`config.mk`:
```
export PLATFORM = sky130hd
export DESIGN_NAME = sccb_target_regs
export DESIGN_NICKNAME = d
export VERILOG_FILES = /design/src/rtl/sccb_pkg.sv /design/src/rtl/sccb_line_sync.sv /design/src/rtl/sccb_target_regs.sv
export SDC_FILE = /design/constraint.sdc
export NUM_CORES = 2
export LEC_CHECK = 0
export CAP_MARGIN = 20
export CORE_MARGIN = 10
export CORE_UTILIZATION = 31
export CTS_CLUSTER_DIAMETER = 40
export DETAILED_ROUTE_END_ITERATION = 8
export MAX_ROUTING_LAYER = met4
export PLACE_DENSITY_LB_ADDON = 0.1
export SETUP_SLACK_MARGIN = 0.2
export SYNTH_ARGS = -nofsm -noshare
export SYNTH_HDL_FRONTEND = slang
export SYNTH_HIERARCHICAL = 1
export SYNTH_SLANG_ARGS = --single-unit
export TNS_END_PERCENT = 1
```
`constraint.sdc`:
```
create_clock -name clk -period 3.7 [get_ports clk]
set_input_delay 0.74 -clock clk [delete_from_list [all_inputs] [get_ports clk]]
set_output_delay 0.74 -clock clk [all_outputs]
set_load 0.03 [all_outputs]
```
`src/rtl/sccb_pkg.sv`:
```
// Shared types and constants for the SCCB target register block.
// Holds the target FSM state enum and byte/R-W framing constants.
package sccb_pkg;

  localparam int unsigned SCCB_BITS_PER_BYTE = 8;
  localparam logic        SCCB_RW_READ       = 1'b1;

  typedef enum logic [3:0] {
    StIdle,
    StDevId,
    StAckId,
    StSubAddr,
    StAckAddr,
    StWrData,
    StAckData,
    StRdData,
    StRdAck,
    StIgnore
  } sccb_tgt_state_e;

endpackage

```
`src/rtl/sccb_line_sync.sv`:
```
// SCL/SDA synchronizers plus one edge flop per line, producing single-clk protocol events.
// Ports:
//   clk_i        system clock
//   rst_ni       asynchronous active-low reset
//   scl_i/sda_i  asynchronous pin levels
//   scl_rise_o   synced SCL 0->1
//   scl_fall_o   synced SCL 1->0
//   sda_s_o      synced SDA level
//   start_det_o  SDA fall while SCL high
//   stop_det_o   SDA rise while SCL high
module sccb_line_sync #(
  parameter int unsigned SyncStages = 2
) (
  input  logic clk_i,
  input  logic rst_ni,
  input  logic scl_i,
  input  logic sda_i,
  output logic scl_rise_o,
  output logic scl_fall_o,
  output logic sda_s_o,
  output logic start_det_o,
  output logic stop_det_o
);

  logic [SyncStages-1:0] scl_sync_q, sda_sync_q;
  logic                  scl_prev_q, sda_prev_q;
  logic                  scl_s, sda_s;

  // Reset to the idle-bus level (both high) so no event fires as reset releases.
  always_ff @(posedge clk_i or negedge rst_ni) begin
    if (!rst_ni) begin
      scl_sync_q <= '1;
      sda_sync_q <= '1;
      scl_prev_q <= 1'b1;
      sda_prev_q <= 1'b1;
    end else begin
      scl_sync_q <= {scl_sync_q[SyncStages-2:0], scl_i};
      sda_sync_q <= {sda_sync_q[SyncStages-2:0], sda_i};
      scl_prev_q <= scl_s;
      sda_prev_q <= sda_s;
    end
  end

  assign scl_s = scl_sync_q[SyncStages-1];
  assign sda_s = sda_sync_q[SyncStages-1];

  assign scl_rise_o  = scl_s & ~scl_prev_q;
  assign scl_fall_o  = ~scl_s & scl_prev_q;
  assign sda_s_o     = sda_s;
  // SCL must be high on both samples so an SDA change racing an SCL edge is not a START/STOP.
  assign start_det_o = scl_s & scl_prev_q & sda_prev_q & ~sda_s;
  assign stop_det_o  = scl_s & scl_prev_q & ~sda_prev_q & sda_s;

endmodule

```
`src/rtl/sccb_target_regs.sv`:
```
// SCCB/I2C write-bus responder with a 256x8 register file (camera stand-in).
// Decodes START/ID/sub-address/data/STOP, ACKs by pulling SDA low, stores written bytes.
// Optional feature macro: SCCB_TARGET_READ_EN enables the 2-phase read (ID with R/W=1).
// Ports:
//   clk, reset_n         clock, asynchronous active-low reset
//   scl_in, sda_in       asynchronous bus pin levels
//   sda_oe               1 = pull SDA low
//   busy                 START seen, STOP not yet seen
//   wr_valid/addr/data   one-clk pulse per accepted data byte
//   host_addr/host_data  combinational side read port
module sccb_target_regs
  import sccb_pkg::*;
#(
  parameter logic [6:0]  DEV_ADDR    = 7'h21,
  parameter int unsigned SYNC_STAGES = 2
) (
  input  logic       clk,
  input  logic       reset_n,
  input  logic       scl_in,
  input  logic       sda_in,
  output logic       sda_oe,
  output logic       busy,
  output logic       wr_valid,
  output logic [7:0] wr_addr,
  output logic [7:0] wr_data,
  input  logic [7:0] host_addr,
  output logic [7:0] host_data
);

  localparam logic [3:0] BitsPerByte = 4'(SCCB_BITS_PER_BYTE);

  logic scl_rise, scl_fall, sda_s, start_det, stop_det;

  sccb_line_sync #(
    .SyncStages(SYNC_STAGES)
  ) u_line_sync (
    .clk_i      (clk),
    .rst_ni     (reset_n),
    .scl_i      (scl_in),
    .sda_i      (sda_in),
    .scl_rise_o (scl_rise),
    .scl_fall_o (scl_fall),
    .sda_s_o    (sda_s),
    .start_det_o(start_det),
    .stop_det_o (stop_det)
  );

  sccb_tgt_state_e state_q, state_d;
  logic [3:0]      bit_cnt_q, bit_cnt_d;
  logic [7:0]      shift_q, shift_d;
  logic [7:0]      ptr_q, ptr_d;
  logic            rw_q, rw_d;
  logic            sda_oe_q, sda_oe_d;
  logic            busy_q, busy_d;
  logic            wr_valid_q, wr_valid_d;
  logic [7:0]      wr_addr_q, wr_addr_d;
  logic [7:0]      wr_data_q, wr_data_d;
  logic            reg_we;
  logic            rw_ok;
  logic [7:0]      ptr_inc;
  logic [7:0]      regs_q [256];

  assign ptr_inc = ptr_q + 8'd1;

`ifdef SCCB_TARGET_READ_EN
  logic [7:0] rd_cur, rd_nxt;
  assign rd_cur = regs_q[ptr_q];
  assign rd_nxt = regs_q[ptr_inc];
  assign rw_ok  = 1'b1;
`else
  // Without read support a read ID is treated as not ours: no ACK.
  assign rw_ok = (shift_q[0] != SCCB_RW_READ);
`endif

  always_comb begin
    state_d    = state_q;
    bit_cnt_d  = bit_cnt_q;
    shift_d    = shift_q;
    ptr_d      = ptr_q;
    rw_d       = rw_q;
    sda_oe_d   = sda_oe_q;
    busy_d     = busy_q;
    wr_valid_d = 1'b0;
    wr_addr_d  = wr_addr_q;
    wr_data_d  = wr_data_q;
    reg_we     = 1'b0;

    // START/STOP win over any bit activity, dropping a partial byte.
    if (start_det) begin
      state_d   = StDevId;
      bit_cnt_d = '0;
      busy_d    = 1'b1;
      sda_oe_d  = 1'b0;
    end else if (stop_det) begin
      state_d   = StIdle;
      bit_cnt_d = '0;
      busy_d    = 1'b0;
      sda_oe_d  = 1'b0;
    end else begin
      case (state_q)
        StDevId, StSubAddr, StWrData: begin
          if (scl_rise) begin
            shift_d   = {shift_q[6:0], sda_s};
            bit_cnt_d = bit_cnt_q + 4'd1;
          end else if (scl_fall && bit_cnt_q == BitsPerByte) begin
            bit_cnt_d = '0;
            if (state_q == StDevId) begin
              if (shift_q[7:1] == DEV_ADDR && rw_ok) begin
                rw_d     = shift_q[0];
                sda_oe_d = 1'b1;
                state_d  = StAckId;
              end else begin
                state_d = StIgnore;
              end
            end else if (state_q == StSubAddr) begin
              ptr_d    = shift_q;
              sda_oe_d = 1'b1;
              state_d  = StAckAddr;
            end else begin
              reg_we     = 1'b1;
              wr_valid_d = 1'b1;
              wr_addr_d  = ptr_q;
              wr_data_d  = shift_q;
              ptr_d      = ptr_inc;
              sda_oe_d   = 1'b1;
              state_d    = StAckData;
            end
          end
        end
        StAckId: begin
          if (scl_fall) begin
            sda_oe_d  = 1'b0;
            bit_cnt_d = '0;
`ifdef SCCB_TARGET_READ_EN
            if (rw_q == SCCB_RW_READ) begin
              // First read bit goes out on the same fall that ends the ACK.
              sda_oe_d = ~rd_cur[7];
              shift_d  = {rd_cur[6:0], 1'b0};
              state_d  = StRdData;
            end else begin
              state_d = StSubAddr;
            end
`else
            state_d = (rw_q == SCCB_RW_READ) ? StIgnore : StSubAddr;
`endif
          end
        end
        StAckAddr, StAckData: begin
          if (scl_fall) begin
            sda_oe_d  = 1'b0;
            bit_cnt_d = '0;
            state_d   = StWrData;
          end
        end
`ifdef SCCB_TARGET_READ_EN
        StRdData: begin
          if (scl_rise) begin
            bit_cnt_d = bit_cnt_q + 4'd1;
          end else if (scl_fall) begin
            if (bit_cnt_q == BitsPerByte) begin
              sda_oe_d  = 1'b0;
              bit_cnt_d = '0;
              state_d   = StRdAck;
            end else begin
              sda_oe_d = ~shift_q[7];
              shift_d  = {shift_q[6:0], 1'b0};
            end
          end
        end
        StRdAck: begin
          // shift_q[0] holds the master's ACK bit during this slot.
          if (scl_rise) begin
            shift_d[0] = sda_s;
          end else if (scl_fall) begin
            bit_cnt_d = '0;
            if (!shift_q[0]) begin
              ptr_d    = ptr_inc;
              sda_oe_d = ~rd_nxt[7];
              shift_d  = {rd_nxt[6:0], 1'b0};
              state_d  = StRdData;
            end else begin
              state_d = StIgnore;
            end
          end
        end
`endif
        StIdle, StIgnore: ;
        default: begin
          sda_oe_d = 1'b0;
          state_d  = StIgnore;
        end
      endcase
    end
  end

  always_ff @(posedge clk or negedge reset_n) begin
    if (!reset_n) begin
      state_q    <= StIdle;
      bit_cnt_q  <= '0;
      shift_q    <= '0;
      ptr_q      <= '0;
      rw_q       <= 1'b0;
      sda_oe_q   <= 1'b0;
      busy_q     <= 1'b0;
      wr_valid_q <= 1'b0;
      wr_addr_q  <= '0;
      wr_data_q  <= '0;
    end else begin
      state_q    <= state_d;
      bit_cnt_q  <= bit_cnt_d;
      shift_q    <= shift_d;
      ptr_q      <= ptr_d;
      rw_q       <= rw_d;
      sda_oe_q   <= sda_oe_d;
      busy_q     <= busy_d;
      wr_valid_q <= wr_valid_d;
      wr_addr_q  <= wr_addr_d;
      wr_data_q  <= wr_data_d;
    end
  end

  always_ff @(posedge clk or negedge reset_n) begin
    if (!reset_n) begin
      for (int i = 0; i < 256; i++) begin
        regs_q[i] <= '0;
      end
    end else if (reg_we) begin
      regs_q[ptr_q] <= shift_q;
    end
  end

  // Combinational read: a same-clk bus write is visible only after the edge.
  assign host_data = regs_q[host_addr];
  assign sda_oe    = sda_oe_q;
  assign busy      = busy_q;
  assign wr_valid  = wr_valid_q;
  assign wr_addr   = wr_addr_q;
  assign wr_data   = wr_data_q;

endmodule

```
==> run metrics <==
status=finished with violations; violated checks=setup timing; layout cells sized above 1=0.597; CP endpoint kind=output port; Largest stage delay, worst path=approximately 0.53 ns; Metal-1 WL=between 100 and 150 mm; Die H=576 um; Final min period=4.51 ns; nets=6936; crit path cell chain=buf_16 > buf_16 > buf_6 > mux4_2 > mux4_2 > mux2i_2 > buf_4 > o21ai_0 > o22ai_1 > nor3b_4 > buf_4; Synthesized Nets=6184; CTS tree=built; Final Util=0.397; Sw Pwr=16.8 mW; gr ovfl total=0; Hold Crit Class=in2reg; Area Overhead vs Synth=27.7%; first-pass GRT wire length=462 mm; WP data required=2.96 ns; Setup Skew=approximately 0.063 ns; Max H-tree Level=5; Max Buffers Root-to-Sink=4; DRC=0; Slew Limit Fails=0; Clk pin slew, worst setup/hold paths=0.05 ns; Final HPWL DP=206 mm; CP top delay family=multiplexers; chip width=576 um; row count=204; Cell variety after synth=63; vias in the first global route=about 63000; critical path class=in2out; PwrDens=555 mW/mm2; post-layout instance area=0.123 mm2; RSZ-0062 raised after global routing=true; maximum VDD drop=0.460 mV; Clock Latency Late Sink=0.94 ns; FMAX=about 220 MHz; I/O pin cnt=39; WP buf/inv=5; Clock power frac=0.594; Seq cells post-synth=2098; leakage power=~58 nW; Final Hold Fails=0; Mapped Area=roughly 0.096 mm2; Ys Warns=6; count of final setup violators=8; final wirelength=314 mm; max cap viols=0; top sig layer=met4; Vias per Instance=around 5.1; synthesized area per cell=~16 um2; Clock Tree Root=clkbuf_16; Sinks on Clock Net=2098; Seq/Total Area, Yosys=0.547; setup ws final=-0.808 ns; drt wl/cell=approximately 28 um; Vias=58000; crit-path max FO=16; WL met3=12.9 mm; P_int=around 50 mW; Num CTS Buffers=approximately 420; async set-or-reset flop fraction in the synthesized netlist=1.00; Core ar.=~0.31 mm2; gr usage total=0.191; Seq pwr share=0.344; DP Area=0.107 mm2; initial core utilization=0.311; Die ar.=approximately 0.33 mm2; slew margin rel.=0.200; Initial DRC Count=3597; Post-synth EDFFs=0; GP Congestion=0.794; critical path's slowest cell=mux4_2; CP Data Arrival Time=~3.8 ns; drt first pass iters=7; port bufs=38; top_reg_cell synth=dfrtp_1; Critical Path Start Type=primary input; initial antenna violation count=15; antenna-violating nets left=0; Tcrit/Tclk final=1.22; Mapped Cells=6166; Worst-Margin Slew=1.20 ns; pin count of the biggest net entering global routing=168; WL met2=147 mm; Combinational Power Share=0.063; sw frac=0.247
[timing repair]
action                                  CTS  global route
gates resized for setup                  46            42
cloned                                    0             1
setup buffers                            10             2
pin swaps                                 8             9
endpoints found under the setup margin   16            32
hold buffers                              1             0
hold endpoints to repair                 28             0
[final cells by class]
cell class / count / area (um2)
Tap cell: 4120 / 5150
Inverter: 17 / 65.1
Timing Repair Buffer: 794 / 7700
Multi-Input combinational cell: 3584 / 41800
Fill cell: 28500 / 186000
Clock buffer: 547 / 11800
Antenna cell: 6 / 15.0
Sequential cell: 2098 / 52500
Clock inverter: 243 / 3490
[routing by layer]
metal	vias up	GRT usage
li1	24800	-
met1	31700	0.266
met2	1081	0.298
met3	401	0.0302
met4	0	0.0406
met5	-	-
[layout by cell type, fill, tap and decap left out, types with 23 or more instances in the layout]
cell / instances
mux2i_1: 140
o21ai_0: 31
mux2_2: 2088
bufinv_16: 64
nand2_1: 144
clkbuf_16: 427
dfrtp_1: 2084
o221ai_1: 37
a22o_1: 27
buf_12: 115
nor3_1: 27
clkinv_2: 71
a21oi_1: 50
clkbuf_8: 68
a22oi_1: 25
nor2_2: 148
clkdlybuf4s50_1: 23
o22ai_1: 51
nor2_1: 68
buf_4: 622
clkinvlp_4: 51
mux4_2: 495
clkinv_4: 26
clkbuf_1: 53
[synth_stat cells (4+ instances only)]
| library cell | number | area share |
|---|---|---|
| a2111oi_0 | 7 | 0.00064 |
| a211oi_1 | 13 | 0.0010 |
| a21oi_1 | 53 | 0.0028 |
| a221oi_1 | 25 | 0.0023 |
| a22o_1 | 28 | 0.0026 |
| a22oi_1 | 28 | 0.0022 |
| a311oi_1 | 5 | 0.00046 |
| a31oi_1 | 8 | 0.00052 |
| and2_0 | 5 | 0.00033 |
| and2_1 | 4 | 0.00026 |
| and3_1 | 12 | 0.00078 |
| buf_1 | 25 | 0.00098 |
| buf_2 | 79 | 0.0041 |
| buf_4 | 24 | 0.0019 |
| buf_6 | 27 | 0.0032 |
| clkbuf_1 | 310 | 0.012 |
| dfrtp_1 | 2092 | 0.55 |
| dfstp_2 | 6 | 0.0016 |
| ha_1 | 6 | 0.00078 |
| inv_1 | 14 | 0.00055 |
| mux2_2 | 2090 | 0.25 |
| mux2i_1 | 142 | 0.015 |
| mux4_2 | 495 | 0.12 |
| nand2_1 | 156 | 0.0061 |
| nand2b_1 | 12 | 0.00078 |
| nand3_1 | 23 | 0.0012 |
| nor2_1 | 73 | 0.0029 |
| nor2_2 | 147 | 0.0096 |
| nor2b_1 | 17 | 0.0011 |
| nor3_1 | 41 | 0.0021 |
| nor3b_1 | 8 | 0.00063 |
| nor4_1 | 10 | 0.00065 |
| o21ai_0 | 35 | 0.0018 |
| o221ai_1 | 44 | 0.0040 |
| o22ai_1 | 53 | 0.0035 |
[cells by family after synthesis]
kind of cell	count (synthesis)	share of synthesized area
buf+inv	484	0.0233
flops	2098	0.547
compound gates	320	0.0236
fa+ha+maj	6	0.000783
mux	2729	0.377
simple gates	529	0.0284
[flip-flops by register name, summed over array words and instances (netlist names), 2 cells and up]
register and flops:
shift_q 8, u_line_sync/sda_sync_q 2, u_line_sync/scl_sync_q 2, state_q 4
ptr_q 8, wr_data 8, bit_cnt_q 4, wr_addr 8
regs_q 2048
[metrics by stage]
stage / hold WS, ns / power (mW) / instances / setup TNS [ns] / setup WS (ns)
global route: 0.144 / 70.4 / 11400 / -5.91 / -0.823
finish: 0.212 / 68.0 / 11400 / -5.49 / -0.808
global placement: 0.346 / 28.1 / 10600 / -8.96 / -1.49
detailed placement: 0.348 / 28.1 / 10600 / -8.90 / -1.45
floorplan: 0.345 / 25.5 / 6166 / 0 / 0.188
CTS: 0.125 / 69.0 / 11400 / -6.31 / -0.883
[worst paths after layout]
path | start | to | slack [ns] | cells past startpoint
max in group asynchronous | reset_n | regs_q[1353] | 1.86 | 3
max | host_addr[0] | host_data[5] | -0.81 | 11
max reg2reg | u_line_sync/scl_prev_q | regs_q[140] | 0.32 | 8
min reg2reg | u_line_sync/sda_sync_q[0] | u_line_sync/sda_sync_q[1] | 0.35 | 0
min in group asynchronous | reset_n | regs_q[1189] | 0.38 | 2
min | sda_in | u_line_sync/sda_sync_q[0] | 0.21 | 1
[power by group through the flow]
stage               combinational (mW)  clock (mW)  sequential [mW]
floorplan                         2.02           0             23.4
global placement                  4.31           0             23.7
detailed placement                4.31           0             23.7
CTS                               4.36        41.3             23.4
global route                      4.60        42.5             23.4
finish                            4.26        40.4             23.4
[worst register-to-register path: stages, from the launching register on]
cell      delay [ns]
dfstp_2         0.54
nor2b_1         0.26
nand4b_1        0.30
nor4_4          0.34
buf_12          0.26
nand2_2         0.43
buf_12          0.29
nor2_2          0.47
mux2_2          0.39
Note: power is estimated with default switching activity, not from simulation.
